===== config.mk =====
export PLATFORM = sky130hd
export DESIGN_NAME = ratio_measure
export DESIGN_NICKNAME = d
export VERILOG_FILES = /design/src/rtl/ratio_measure.sv
export SDC_FILE = /design/constraint.sdc
export NUM_CORES = 1
export LEC_CHECK = 0
export BUFFER_PORTS_ARGS = -buffer_cell sky130_fd_sc_hd__buf_2
export CAP_MARGIN = 25
export CORE_ASPECT_RATIO = 1.5
export CORE_MARGIN = 5
export CORE_UTILIZATION = 43
export DETAILED_ROUTE_END_ITERATION = 8
export GPL_TIMING_DRIVEN = 0
export HOLD_SLACK_MARGIN = 0.06
export MAX_ROUTING_LAYER = met4
export SLEW_MARGIN = 20
export SYNTH_ARGS = -nofsm -noshare
export SYNTH_HDL_FRONTEND = slang
export SYNTH_SLANG_ARGS = --single-unit

===== constraint.sdc =====
create_clock -name Clk -period 7.9 [get_ports Clk]
set_clock_uncertainty 0.1 [all_clocks]
set_input_delay 0.395 -clock Clk [delete_from_list [all_inputs] [get_ports Clk]]
set_output_delay 0.395 -clock Clk [all_outputs]
set_load 0.03 [all_outputs]

===== src/rtl/ratio_measure.sv =====
// ratio_measure: measures the Clk-to-Ref_In frequency ratio (x100) by
// counting Clk cycles over K reference periods and dividing by K with
// a 32-step restoring divider.
// Optional feature macro: RATIO_AVG_EN -- when defined, results pass through
// a 4-entry moving-average buffer and DONE takes two cycles.
module ratio_measure #(
    parameter logic [23:0] TIMEOUT_CYCLES = 24'hFFFFFF
) (
    input  logic        Clk,
    input  logic        Reset_n,
    input  logic        En,
    input  logic        Start,
    input  logic        Ref_In,
    input  logic [7:0]  Num_Periods,
    output logic [31:0] Ratio_Crystal,
    output logic        Valid,
    output logic        Busy,
    output logic        Timeout_Err
);

    typedef enum logic [2:0] {
        ST_IDLE   = 3'd0,
        ST_ARM    = 3'd1,
        ST_COUNT  = 3'd2,
        ST_DIVIDE = 3'd3,
        ST_DONE   = 3'd4
    } state_t;

    state_t      r_state;
    logic        r_sync1;
    logic        r_sync2;
    logic        r_prev;
    logic [7:0]  r_k;
    logic [23:0] r_tmo;
    logic [23:0] r_cnt;
    logic [7:0]  r_edge_cnt;
    logic [31:0] r_dvd;       // dividend shifts out MSB-first, quotient shifts in
    logic [7:0]  r_rem;
    logic [4:0]  r_div_cnt;
    logic [31:0] r_ratio;
    logic        r_valid;
    logic        r_busy;
    logic        r_tmo_err;

    logic        w_edge;
    logic [23:0] w_tmo_next;
    logic        w_tmo_hit;
    logic [7:0]  w_edge_next;
    logic [23:0] w_total;
    logic [31:0] w_product;
    logic [8:0]  w_rem_sh;
    logic        w_ge;
    logic [7:0]  w_rem_sub;

`ifdef RATIO_AVG_EN
    logic [31:0] r_buf [4];
    logic        r_first;
    logic        r_done_ph;
    logic [33:0] w_sum;
    logic [31:0] w_avg;

    assign w_sum = {2'b00, r_buf[0]} + {2'b00, r_buf[1]} + {2'b00, r_buf[2]} + {2'b00, r_buf[3]};
    assign w_avg = 32'(w_sum >> 2);
`endif

    // Rising edge = synchronized level high while the previous sample was low.
    assign w_edge      = r_sync2 & ~r_prev;
    assign w_tmo_next  = r_tmo + 24'd1;
    assign w_tmo_hit   = (w_tmo_next == TIMEOUT_CYCLES);
    assign w_edge_next = r_edge_cnt + 8'd1;
    // Total cycles over K periods; the synchronizer delay is common to both
    // end edges so it cancels.
    assign w_total     = r_cnt + 24'd1;
    assign w_product   = {8'd0, w_total} * 32'd100;
    // One restoring-division step: shift in next dividend bit, trial-subtract K.
    // The remainder stays below K, so an 8-bit difference is exact.
    assign w_rem_sh    = {r_rem, r_dvd[31]};
    assign w_ge        = (w_rem_sh >= {1'b0, r_k});
    assign w_rem_sub   = w_rem_sh[7:0] - r_k;

    assign Ratio_Crystal = r_ratio;
    assign Valid         = r_valid;
    assign Busy          = r_busy;
    assign Timeout_Err   = r_tmo_err;

    // Two-flop synchronizer plus previous-sample flop for edge detection; frozen when En is low.
    always_ff @(posedge Clk or negedge Reset_n) begin
        if (!Reset_n) begin
            r_sync1 <= 1'b0;
            r_sync2 <= 1'b0;
            r_prev  <= 1'b0;
        end else if (En) begin
            r_sync1 <= Ref_In;
            r_sync2 <= r_sync1;
            r_prev  <= r_sync2;
        end
    end

    // Measurement FSM: arm, count K periods, divide, publish result; all outputs registered.
    always_ff @(posedge Clk or negedge Reset_n) begin
        if (!Reset_n) begin
            r_state    <= ST_IDLE;
            r_k        <= 8'd0;
            r_tmo      <= 24'd0;
            r_cnt      <= 24'd0;
            r_edge_cnt <= 8'd0;
            r_dvd      <= 32'd0;
            r_rem      <= 8'd0;
            r_div_cnt  <= 5'd0;
            r_ratio    <= 32'd0;
            r_valid    <= 1'b0;
            r_busy     <= 1'b0;
            r_tmo_err  <= 1'b0;
`ifdef RATIO_AVG_EN
            for (int i = 0; i < 4; i++) begin
                r_buf[i] <= 32'd0;
            end
            r_first    <= 1'b1;
            r_done_ph  <= 1'b0;
`endif
        end else if (!En) begin
            r_valid <= 1'b0;
        end else begin
            r_valid <= 1'b0;
            // Timeout wins over an edge arriving in the same cycle.
            if (((r_state == ST_ARM) || (r_state == ST_COUNT)) && w_tmo_hit) begin
                r_state   <= ST_IDLE;
                r_busy    <= 1'b0;
                r_tmo_err <= 1'b1;
            end else begin
                case (r_state)
                    ST_IDLE: begin
                        if (Start) begin
                            r_k        <= (Num_Periods == 8'd0) ? 8'd1 : Num_Periods;
                            r_tmo      <= 24'd0;
                            r_cnt      <= 24'd0;
                            r_edge_cnt <= 8'd0;
                            r_tmo_err  <= 1'b0;
                            r_busy     <= 1'b1;
                            r_state    <= ST_ARM;
                        end
                    end
                    ST_ARM: begin
                        r_tmo <= w_tmo_next;
                        if (w_edge) begin
                            r_cnt      <= 24'd0;
                            r_edge_cnt <= 8'd0;
                            r_state    <= ST_COUNT;
                        end
                    end
                    ST_COUNT: begin
                        r_tmo <= w_tmo_next;
                        r_cnt <= r_cnt + 24'd1;
                        if (w_edge) begin
                            r_edge_cnt <= w_edge_next;
                            if (w_edge_next == r_k) begin
                                r_dvd     <= w_product;
                                r_rem     <= 8'd0;
                                r_div_cnt <= 5'd0;
                                r_state   <= ST_DIVIDE;
                            end
                        end
                    end
                    ST_DIVIDE: begin
                        r_rem     <= w_ge ? w_rem_sub : w_rem_sh[7:0];
                        r_dvd     <= {r_dvd[30:0], w_ge};
                        r_div_cnt <= r_div_cnt + 5'd1;
                        if (r_div_cnt == 5'd31) begin
                            r_state <= ST_DONE;
                        end
                    end
                    ST_DONE: begin
`ifdef RATIO_AVG_EN
                        if (!r_done_ph) begin
                            // First result after reset seeds the whole window.
                            if (r_first) begin
                                for (int i = 0; i < 4; i++) begin
                                    r_buf[i] <= r_dvd;
                                end
                                r_first <= 1'b0;
                            end else begin
                                r_buf[0] <= r_dvd;
                                r_buf[1] <= r_buf[0];
                                r_buf[2] <= r_buf[1];
                                r_buf[3] <= r_buf[2];
                            end
                            r_done_ph <= 1'b1;
                        end else begin
                            r_ratio   <= w_avg;
                            r_valid   <= 1'b1;
                            r_busy    <= 1'b0;
                            r_done_ph <= 1'b0;
                            r_state   <= ST_IDLE;
                        end
`else
                        r_ratio <= r_dvd;
                        r_valid <= 1'b1;
                        r_busy  <= 1'b0;
                        r_state <= ST_IDLE;
`endif
                    end
                    default: begin
                        r_state <= ST_IDLE;
                        r_busy  <= 1'b0;
                    end
                endcase
            end
        end
    end

endmodule


==> flow_results.org, run 1 <==
** Placed design
- Port buffering added 47 buffers.
- Routability-driven placement congestion ratio :: 0.951
- DP HPWL :: 21700 µm

** Worst setup path
- Launching instance or port of the critical path :: r_cnt[6]$_DFFE_PN0P_
- Broken down by cell family, the worst path's largest delay share belongs to compound AO/OA/AOI/OAI gates.
- Critical path required time :: 8.17 ns
- The most critical setup path has its endpoint at r_dvd[27]$_DFFE_PN0P_.
- Across all register-to-register paths, the minimum setup slack is 1.82 ns.
- In this design, the stage delay of the slowest critical-path cell is 0.81 ns.
- Worst r2r dst :: r_dvd[27]$_DFFE_PN0P_
- The critical path runs through a total of 20 cells.
- List of cells traversed by the critical path :: clkbuf_1 -> nand3_1 -> nor4_2 -> and3_1 -> xnor2_1 -> inv_1 -> ha_1 -> ha_1 -> inv_1 -> fa_1 -> inv_1 -> ha_1 -> and2_1 -> a22o_1 -> a311oi_1 -> o31ai_1 -> a21boi_0 -> o21ai_0 -> mux2i_1 -> o22a_1
- Kind of start point of the critical path :: flip-flop
- Data arrives at the worst endpoint at 6.36 ns.
- In this run the critical register-to-register path is launched from r_cnt[6]$_DFFE_PN0P_.
- Measured in cells, the most critical reg-to-reg path has a length of 20.
- Kind of capture point of the worst setup path :: flip-flop
- Buffers & Inverters on Critical Path :: 4
- Maximum fanout encountered on the critical timing path :: 7
- The critical path in this run is classified as reg2reg.
- Slowest-stage cell, CP :: o31ai_1

** Final layout
- Layout overhead on the synthesized area :: 11.9%
- Ratio of cells with drive above 1 in the final layout :: 0.134
- Post-layout nets :: 1395
- Most common cell after layout, fill and taps aside :: dfrtp_1
- Diode count :: 0
- Most used cells in the layout excluding fill and tap cells :: dfrtp_1, inv_1, nand2_1

** Yosys
- Counting flops with a built-in enable in the synthesized netlist gives 0.
- Most used flip-flop cell after synthesis :: dfrtp_1
- Of the total synthesized cell area, the portion taken by full adders, half adders and majority gates is 0.139.
- Yosys cell types :: 74
- Share of synthesized area occupied by flip-flops and latches :: 0.345
- Yosys Warn Count :: 0
- Average instance area after synthesis :: 9.05 µm²
- The mapped netlist covers 0.0109 mm².
- Of the total synthesized cell area, the portion taken by XOR and XNOR cells is 0.0531.
- Of the total synthesized cell area, the portion taken by AND, OR, NAND and NOR gates is 0.163.
- Largest family of logic cells by synthesized area :: compound AO/OA/AOI/OAI gates
- Proportion of synthesized flip-flops having asynchronous set or reset :: 1.00
- Post-synthesis compound-gate area fraction :: 0.170
- Measured against the total synthesized area, the mux share comes to 0.0663.
- After synthesis the netlist holds a flip-flop and latch count of 150.
- Synthesis produced a netlist whose cell count is 1203.
- When the netlist entered floorplanning its net count stood at 1326.

** Clock tree
- For the worst-skew pair, the clock arrives at the later sink with an insertion delay of 0.44 ns.
- In this run the number of H-tree levels came out at 4.
- Clock-pin slew was measured on the worst setup and hold paths at 0.06 ns.
- Clock Tree Buf Depth :: 2
- Number of buffers created by CTS :: 17
- The number of setup buffers added after CTS is 0.
- The number of hold buffers added after CTS was 1.
- After clock tree synthesis, the repair step resized 0 gates.
- TritonCTS built the clock tree.
- CTS saw 150 sinks.
- In this run the clock root is driven by a clkbuf_16.

** Floorplanning
- I/O pin count :: 48
- The initialized floorplan defines 71 standard-cell rows.
- Width of the chip :: 140 µm
- Total Die Area :: 0.0287 mm²
- The initial utilization of the core area, before any placement, comes to 0.435.
- In this run the vertical extent of the chip is 205 µm.
- Placeable core area :: 0.0251 mm²

** Drt
- The first detailed-routing pass took 5 iterations.
- In the routed design, unresolved DRC markers number 0.
- Detailed Route Iter0 Violations :: 564
- The count of nets left with antenna violations once routing finished came out at 0.
- Detail-routed via count per cell :: 5.61
- Final wirelength :: 28700 µm
- In the final routed layout, each cell accounts on average for 17.8 µm.
- The routed layout has 9055 vias.

** Power
- Part of the total power dissipated in the clock network :: 0.229
- Proportion of power drawn by flip-flops and latches :: 0.295
- Combinational power share :: 0.477
- For this design the static power due to leakage is 0.00617 µW.
- VDD IR max :: 192 µV
- Switching power total :: 1600 µW
- In this run the power density over the cells is 298 mW/mm².
- Cell Int Power :: 2020 µW
- Of the total power, the share spent switching nets is 0.442.

** STA
- Of the available clock period, the critical path in the final layout requires 0.770.
- Max Fclk :: 164 MHz
- The number of hold violations in the final report came to 0.
- Setup-violating endpoint count in the final report :: 0
- Setup repair after global routing left no endpoint under its margin.
- The worst pin sits at a relative slew slack of 0.325.
- At the pin with the least slew margin, the transition time is 1.01 ns.
- Final hold analysis gives a worst-case slack of 0.0978 ns.
- Sum of negative setup slack :: 0 ns
- The clock period could shrink to 6.08 ns.
- The count of pins over their slew limit came to 0.

** Global routing
- Initial antenna violation count :: 0
- Via count of the first global-routing pass :: 9256
- For this run the aggregate overflow at the end of global routing stands at 0.
- Entering global routing, the biggest net connects 77 pins.
- Global-route wire length before repair :: 47200 µm
- Across every metal layer, demand over resource in global routing totals 0.212.

** Hold path
- Class of the tightest hold or removal check :: in2reg

** Run
- Number of maximum-capacitance constraint violations :: 0

** Outcome
- The run finished with clean final reports.
flip-flops by register name, summed over array words and instances, names as in the netlist:
signal         flops
Ratio_Crystal     32
r_dvd             32
r_cnt             24
r_tmo             24
r_edge_cnt         8
r_k                8
r_rem              8
r_div_cnt          5
r_state            3
Busy               1
Timeout_Err        1
Valid              1
r_prev             1
r_sync1            1
r_sync2            1
how the worst min path moves through the flow:
stage	startpoint	endpoint	slack [ns]	cells after the start
6_report	Ref_In	r_sync1$_DFFE_PN0P_	0.1	2
5_1_grt	Ref_In	r_sync1$_DFFE_PN0P_	0.1	2
4_1_cts	Ref_In	r_sync1$_DFFE_PN0P_	0.09	2
3_5_place_dp	Reset_n	r_tmo[0]$_DFFE_PN0P_	0.32	1
3_3_place_gp	Timeout_Err$_DFFE_PN0P_	Timeout_Err$_DFFE_PN0P_	0.36	2
2_1_floorplan	Reset_n	Busy$_DFFE_PN0P_	-0.0006	0
power by group through the flow:
stage                     registers (µW)  clock network (µW)  logic (µW)
after global routing                1090                 880        1940
after CTS                           1070                 848        1740
after global placement              1080                   0        1700
final                               1070                 830        1730
after detailed placement            1080                   0        1730
after floorplan                     1090                   0        1200
cell usage after synthesis, drive strengths merged, types with 10 or more instances:
library cell	number	area [µm²]
xor2	30	263
o31ai	33	248
nor2b	10	62.6
nand2	114	428
or3	11	68.8
nor4	12	134
o21ai	92	475
a31oi	18	113
nor2	63	236
fa	19	380
clkbuf	36	138
inv	117	439
buf	20	111
dfrtp	150	3750
and3	21	131
nor3	10	61.3
nand3	50	255
mux2	49	552
and2	11	68.8
a21oi	71	370
nand4	15	124
ha	91	1140
a21o	16	120
xnor2	36	315
mux2i	17	170
area by class of cell:
cell class / count / area, µm²
multi-input combinational: 880 / 6460
sequential: 150 / 3750
tap: 328 / 410
timing repair buffer: 50 / 288
fill: 2409 / 12900
buffer: 56 / 249
clock buffer: 20 / 447
inverter: 117 / 439
clock inverter: 12 / 143
worst register-to-register path, delay by kind of cell, from the launching register on:
kind	cells	cell delay [ns]
mux	1	0.27
fa+ha+maj	4	1.43
buf+inv	4	0.48
simple gates	4	1.35
xor+xnor	1	0.28
compound gates	6	1.80
flops	1	0.32
logic make-up after synthesis:
group | count (synthesis)
mux | 66
fa+ha+maj | 110
simple gates | 345
buf+inv | 173
compound gates | 293
flops | 150
xor+xnor | 66
stage by stage:
step                      power, µW  cells   util  cell area [µm²]  worst slack [ns]
after floorplan                2290   1203      -            10900              3.02
after global placement         2780   1578  0.461            11500              1.97
after detailed placement       2810   1579  0.462            11600              1.90
after CTS                      3660   1612  0.486            12200              1.88
after global routing           3910   1613  0.486            12200              1.47
final                          3630   1613  0.486            12200              1.82
per-layer routing:
layer	GRT usage	up-vias	share of wire	wire length, µm
li1	-	4373	-	-
met1	0.237	4413	0.41	11700
met2	0.381	202	0.52	15000
met3	0.0318	67	0.035	1010
met4	0.0814	0	0.036	1040
met5	-	-	0	0
No activity file was read; power rests on OpenSTA's default activity.
==> inputs of run 2 (changes only) <==
Settings changed: ABC_AREA from default to 1.
Clock period 7.9 ns to 6.1 ns, I/O delays scaled along.
==> run 2 against run 1 <==
Compared with the run above:
- combinational power decreased by 38%
- largest power group is now registers
- largest cell class unchanged
- global-route usage increased by 1.1 points
- non-clock buffer count increased by 6
- clock power increased by 17%
- sequential power increased by 9%
- highest routed layer unchanged
- setup slack got worse by 0.91 ns
- first-iteration DRC count increased by 9.8%
==> flow_results.org, run 2 <==
** Outcome
- The flow ran to the end, and the final reports show no timing, DRC or antenna violations.

** Yosys
- Leading cell types by total area after synthesis :: dfrtp_1, nand2_1, ha_1, inv_1, nand4_1
- Net count after synthesis :: 1889 (+42%)
- Yosys cell types :: 39 (-47%)
- Yosys Warn Count :: 0 (unchanged)
- Share of synthesized area occupied by flip-flops and latches :: 0.314 (-0.0306)
- Total standard cell area after synthesis :: 0.0120 mm² (+9.7%)
- Leading cell types by count after synthesis :: nand2_1, inv_1, dfrtp_1, nor2_1, nand4_1
- Proportion of synthesized flip-flops having asynchronous set or reset :: 1.00 (unchanged)
- The number of enable flip-flop cells after synthesis is 0 (unchanged).
- The average size of a mapped cell came to 6.77 µm² (-25%).
- The most used flip-flop cell after synthesis is dfrtp_1.
- The proportion of netlist area held by the largest area contributor came to 0.314 (-0.0306).
- Synthesized netlist cell count :: 1766 (+47%)
- nand2_1 is the most common cell in the netlist.
- The flip-flop and latch count after synthesis was 150 (unchanged).
- Largest area contributor in the netlist :: dfrtp_1

** Final layout
- Layout overhead on the synthesized area :: 11.1%
- Ratio of cells with drive above 1 in the final layout :: 0.0631 (-0.0708)
- Leaving out fill and tap cells, the most frequent cell in the layout is nand2_1.
- Most used cells in the layout excluding fill and tap cells :: nand2_1, inv_1, dfrtp_1
- Fill cell instance count of the final layout :: 2840 (+18%)
- The antenna diode count was 0 (unchanged).
- Post-layout nets :: 1965 (+41%)

** Placed design
- The final weighted congestion of routability-driven global placement is 0.929 (-2.3%).
- The number of port buffers came to 46 (-2.1%).
- DP HPWL :: 25900 µm (+19%)

** Power
- The net switching power figure came to 1320 µW (-18%).
- Part of the total power dissipated in the clock network :: 0.301 (+0.072)
- The share of power burned in combinational logic came to 0.336 (-0.141).
- Cell Int Power :: 1900 µW (-6.1%)
- Sw Share :: 0.409 (-0.0327)
- VDD IR max :: 176 µV (-8.6%)
- The power per cell area came to 242 mW/mm² (-19%).
- Proportion of power drawn by flip-flops and latches :: 0.363 (+0.068)
- The leakage power total was 0.00733 µW (+19%).

** Worst setup path
- CP Class :: reg2reg
- The worst setup path is launched from a flip-flop.
- Slowest-stage cell, CP :: fa_1
- The number of buffers and inverters on the critical path is 5 (+1).
- The critical path's largest stage delay came to 0.53 ns (-0.28 ns).
- Dominant delay contributor by cell family on the critical path :: simple AND/OR/NAND/NOR gates
- Logic depth of the worst register-to-register path :: 25 (+25%)
- The endpoint arrival time on the critical path was 5.44 ns (-0.92 ns).
- Maximum fanout encountered on the critical timing path :: 6 (-1)
- The worst endpoint required time came to 6.34 ns (-1.83 ns).
- By instance count, the cell type seen most on the critical path is nand2_1.
- The count of cell instances traversed by the critical path came to 25 (+25%).
- The worst setup path is captured at a flip-flop.

** STA
- The worst-case hold slack is 0.169 ns (+0.0715 ns).
- Max Fclk :: 193 MHz (+17%)
- Setup-violating endpoint count in the final report :: 0 (unchanged)
- Least-Margin Pin Slew :: 0.799 ns (-0.210 ns)
- The post-route fraction of the period consumed by the critical path is 0.851 (+0.0813).
- Headroom to the max-slew limit :: 0.467 (+0.143)
- The number of hold violations in the final report is 0 (unchanged).
- Shortest clock period the worst path allows after layout :: 5.19 ns (-0.890 ns)
- Sum of negative setup slack :: 0 ns (unchanged)
- The count of pins over their slew limit came to 0 (unchanged).
- Setup repair after global routing missed its margin :: no

** Floorplanning
- Initial core utilization :: 0.438 (+0.00283)
- Cell Rows :: 74 (+4.2%)
- Y dimension of the die :: 214 µm (+4.5%)
- The top-level I/O count came to 48 (unchanged).
- The core box area was 0.0273 mm² (+9.0%).
- Total Die Area :: 0.0313 mm² (+9.1%)
- The die extent in x came to 146 µm (+4.4%).

** Drt
- The number of nets with antenna violations after routing was 0 (unchanged).
- The post-route met1 wirelength is 14200 µm (+22%).
- The starting DRC count in detailed routing was 619 (+9.8%).
- Drt pass-1 iters :: 6 (+1)
- Routed wirelength normalized by instance count :: 14.8 µm (-17%)
- The met3 wire length is 1170 µm (+16%).
- Detail-routed via count per cell :: 5.13 (-8.5%)
- The detailed router used layers up to and including met4.
- The total number of vias came to 11280 (+25%).
- Met2 routed wirelength :: 16000 µm (+7.1%)
- Final wirelength :: 32600 µm (+13%)
- Number of DRC violations after detailed routing :: 0 (unchanged)

** Global routing
- Maximum number of pins on one net before global-route repair :: 94 (+22%)
- The global-route wire length before repair came to 55500 µm (+17%).
- Initial antenna violation count :: 0 (unchanged)
- The total track usage was 0.223 (+0.0106).
- The global-route congestion overflow total is 0 (unchanged).
- The number of global-route vias before repair was 11089 (+20%).

** Hold path
- Hold Crit Depth :: 3 (+1)
- The worst hold path belongs to the class in2reg.

** Run
- The total of max-cap violations was 0 (unchanged).

** Clock tree
- The post-cts gate resize count came to 0 (unchanged).
- Clock Tree Buf Depth :: 2 (unchanged)
- The clock edge transition at the registers on the reported setup and hold paths came to 0.06 ns (about the same).
- The count of clock tree sinks was 150 (unchanged).
- # Post-CTS Setup Buffers :: 0 (unchanged)
- Worst skew pair latency :: 0.45 ns (about the same)
- The root buffer cell chosen for the clock tree is clkbuf_16.
- Quantity of hold-fixing buffers added after cts :: 10 (+9)
- The clock buffer count from CTS is 17 (unchanged).
- TritonCTS built the clock tree.
- The H-tree depth is 4 (unchanged).
==> run 2: kinds of logic (layout without fill, tap and decap cells) <==
logic type	after synthesis	count (layout)	share of synthesized area
buf+inv	309	398	0.102
compound gates	97	97	0.0440
xor+xnor	48	48	0.0363
simple gates	1052	1052	0.377
fa+ha+maj	110	110	0.127
flops	150	150	0.314
==> run 2: path summary, 6_finish.rpt <==
kind                                            from                            end  slack [ns]
worst max register to register  r_cnt[0]$_DFFE_PN0P_          r_dvd[26]$_DFFE_PN0P_        0.91
worst min-delay path                              En            r_sync2$_DFFE_PN0P_        0.17
worst min register to register  r_dvd[5]$_DFFE_PN0P_           r_dvd[5]$_DFFE_PN0P_        0.37
worst max-delay path            r_cnt[0]$_DFFE_PN0P_          r_dvd[26]$_DFFE_PN0P_        0.91
min in group asynchronous                    Reset_n             r_k[3]$_DFFE_PN0P_        0.27
max in group asynchronous                    Reset_n  Ratio_Crystal[17]$_DFFE_PN0P_        4.78
==> run 2: through the flow <==
step	total power (µW)	util	instances	worst slack [ns]	area, µm²
3_3_place_gp	2250	0.462	2154	0.871	12600
6_report	3220	0.486	2197	0.907	13300
4_1_cts	3250	0.486	2197	0.887	13300
5_1_grt	3430	0.486	2197	0.470	13300
3_5_place_dp	2260	0.463	2155	0.933	12600
2_1_floorplan	1900	-	1766	1.85	12000
==> run 2: layout make-up <==
| cell class | count | area (µm²) | area share |
|---|---|---|---|
| timing repair buffer | 57 | 368 | 0.0277 |
| buffer | 55 | 260 | 0.0196 |
| clock buffer | 21 | 450 | 0.0339 |
| tap | 342 | 428 | 0.0322 |
| clock inverter | 11 | 77.6 | 0.00584 |
| multi-input combinational | 1307 | 6990 | 0.526 |
| inverter | 254 | 953 | 0.0718 |
| sequential | 150 | 3750 | 0.283 |
==> run 2: power groups by stage <==
stage / clock network, µW / registers [µW] / logic [µW]
after floorplan: 0 / 1200 / 700
after global placement: 0 / 1180 / 1070
after detailed placement: 0 / 1190 / 1070
after CTS: 996 / 1170 / 1080
after global routing: 1040 / 1180 / 1210
final: 970 / 1170 / 1080
==> run 2: tightest hold or removal path: stages <==
cell and delay, ns:
clkbuf_1 0.22, nand2_1 0.11, nand2_1 0.05
==> run 2: routing by layer <==
layer | vias to the layer above | global-route usage
li1 | 5752 | -
met1 | 5236 | 0.270
met2 | 225 | 0.375
met3 | 67 | 0.0309
met4 | 0 | 0.0873
met5 | - | -
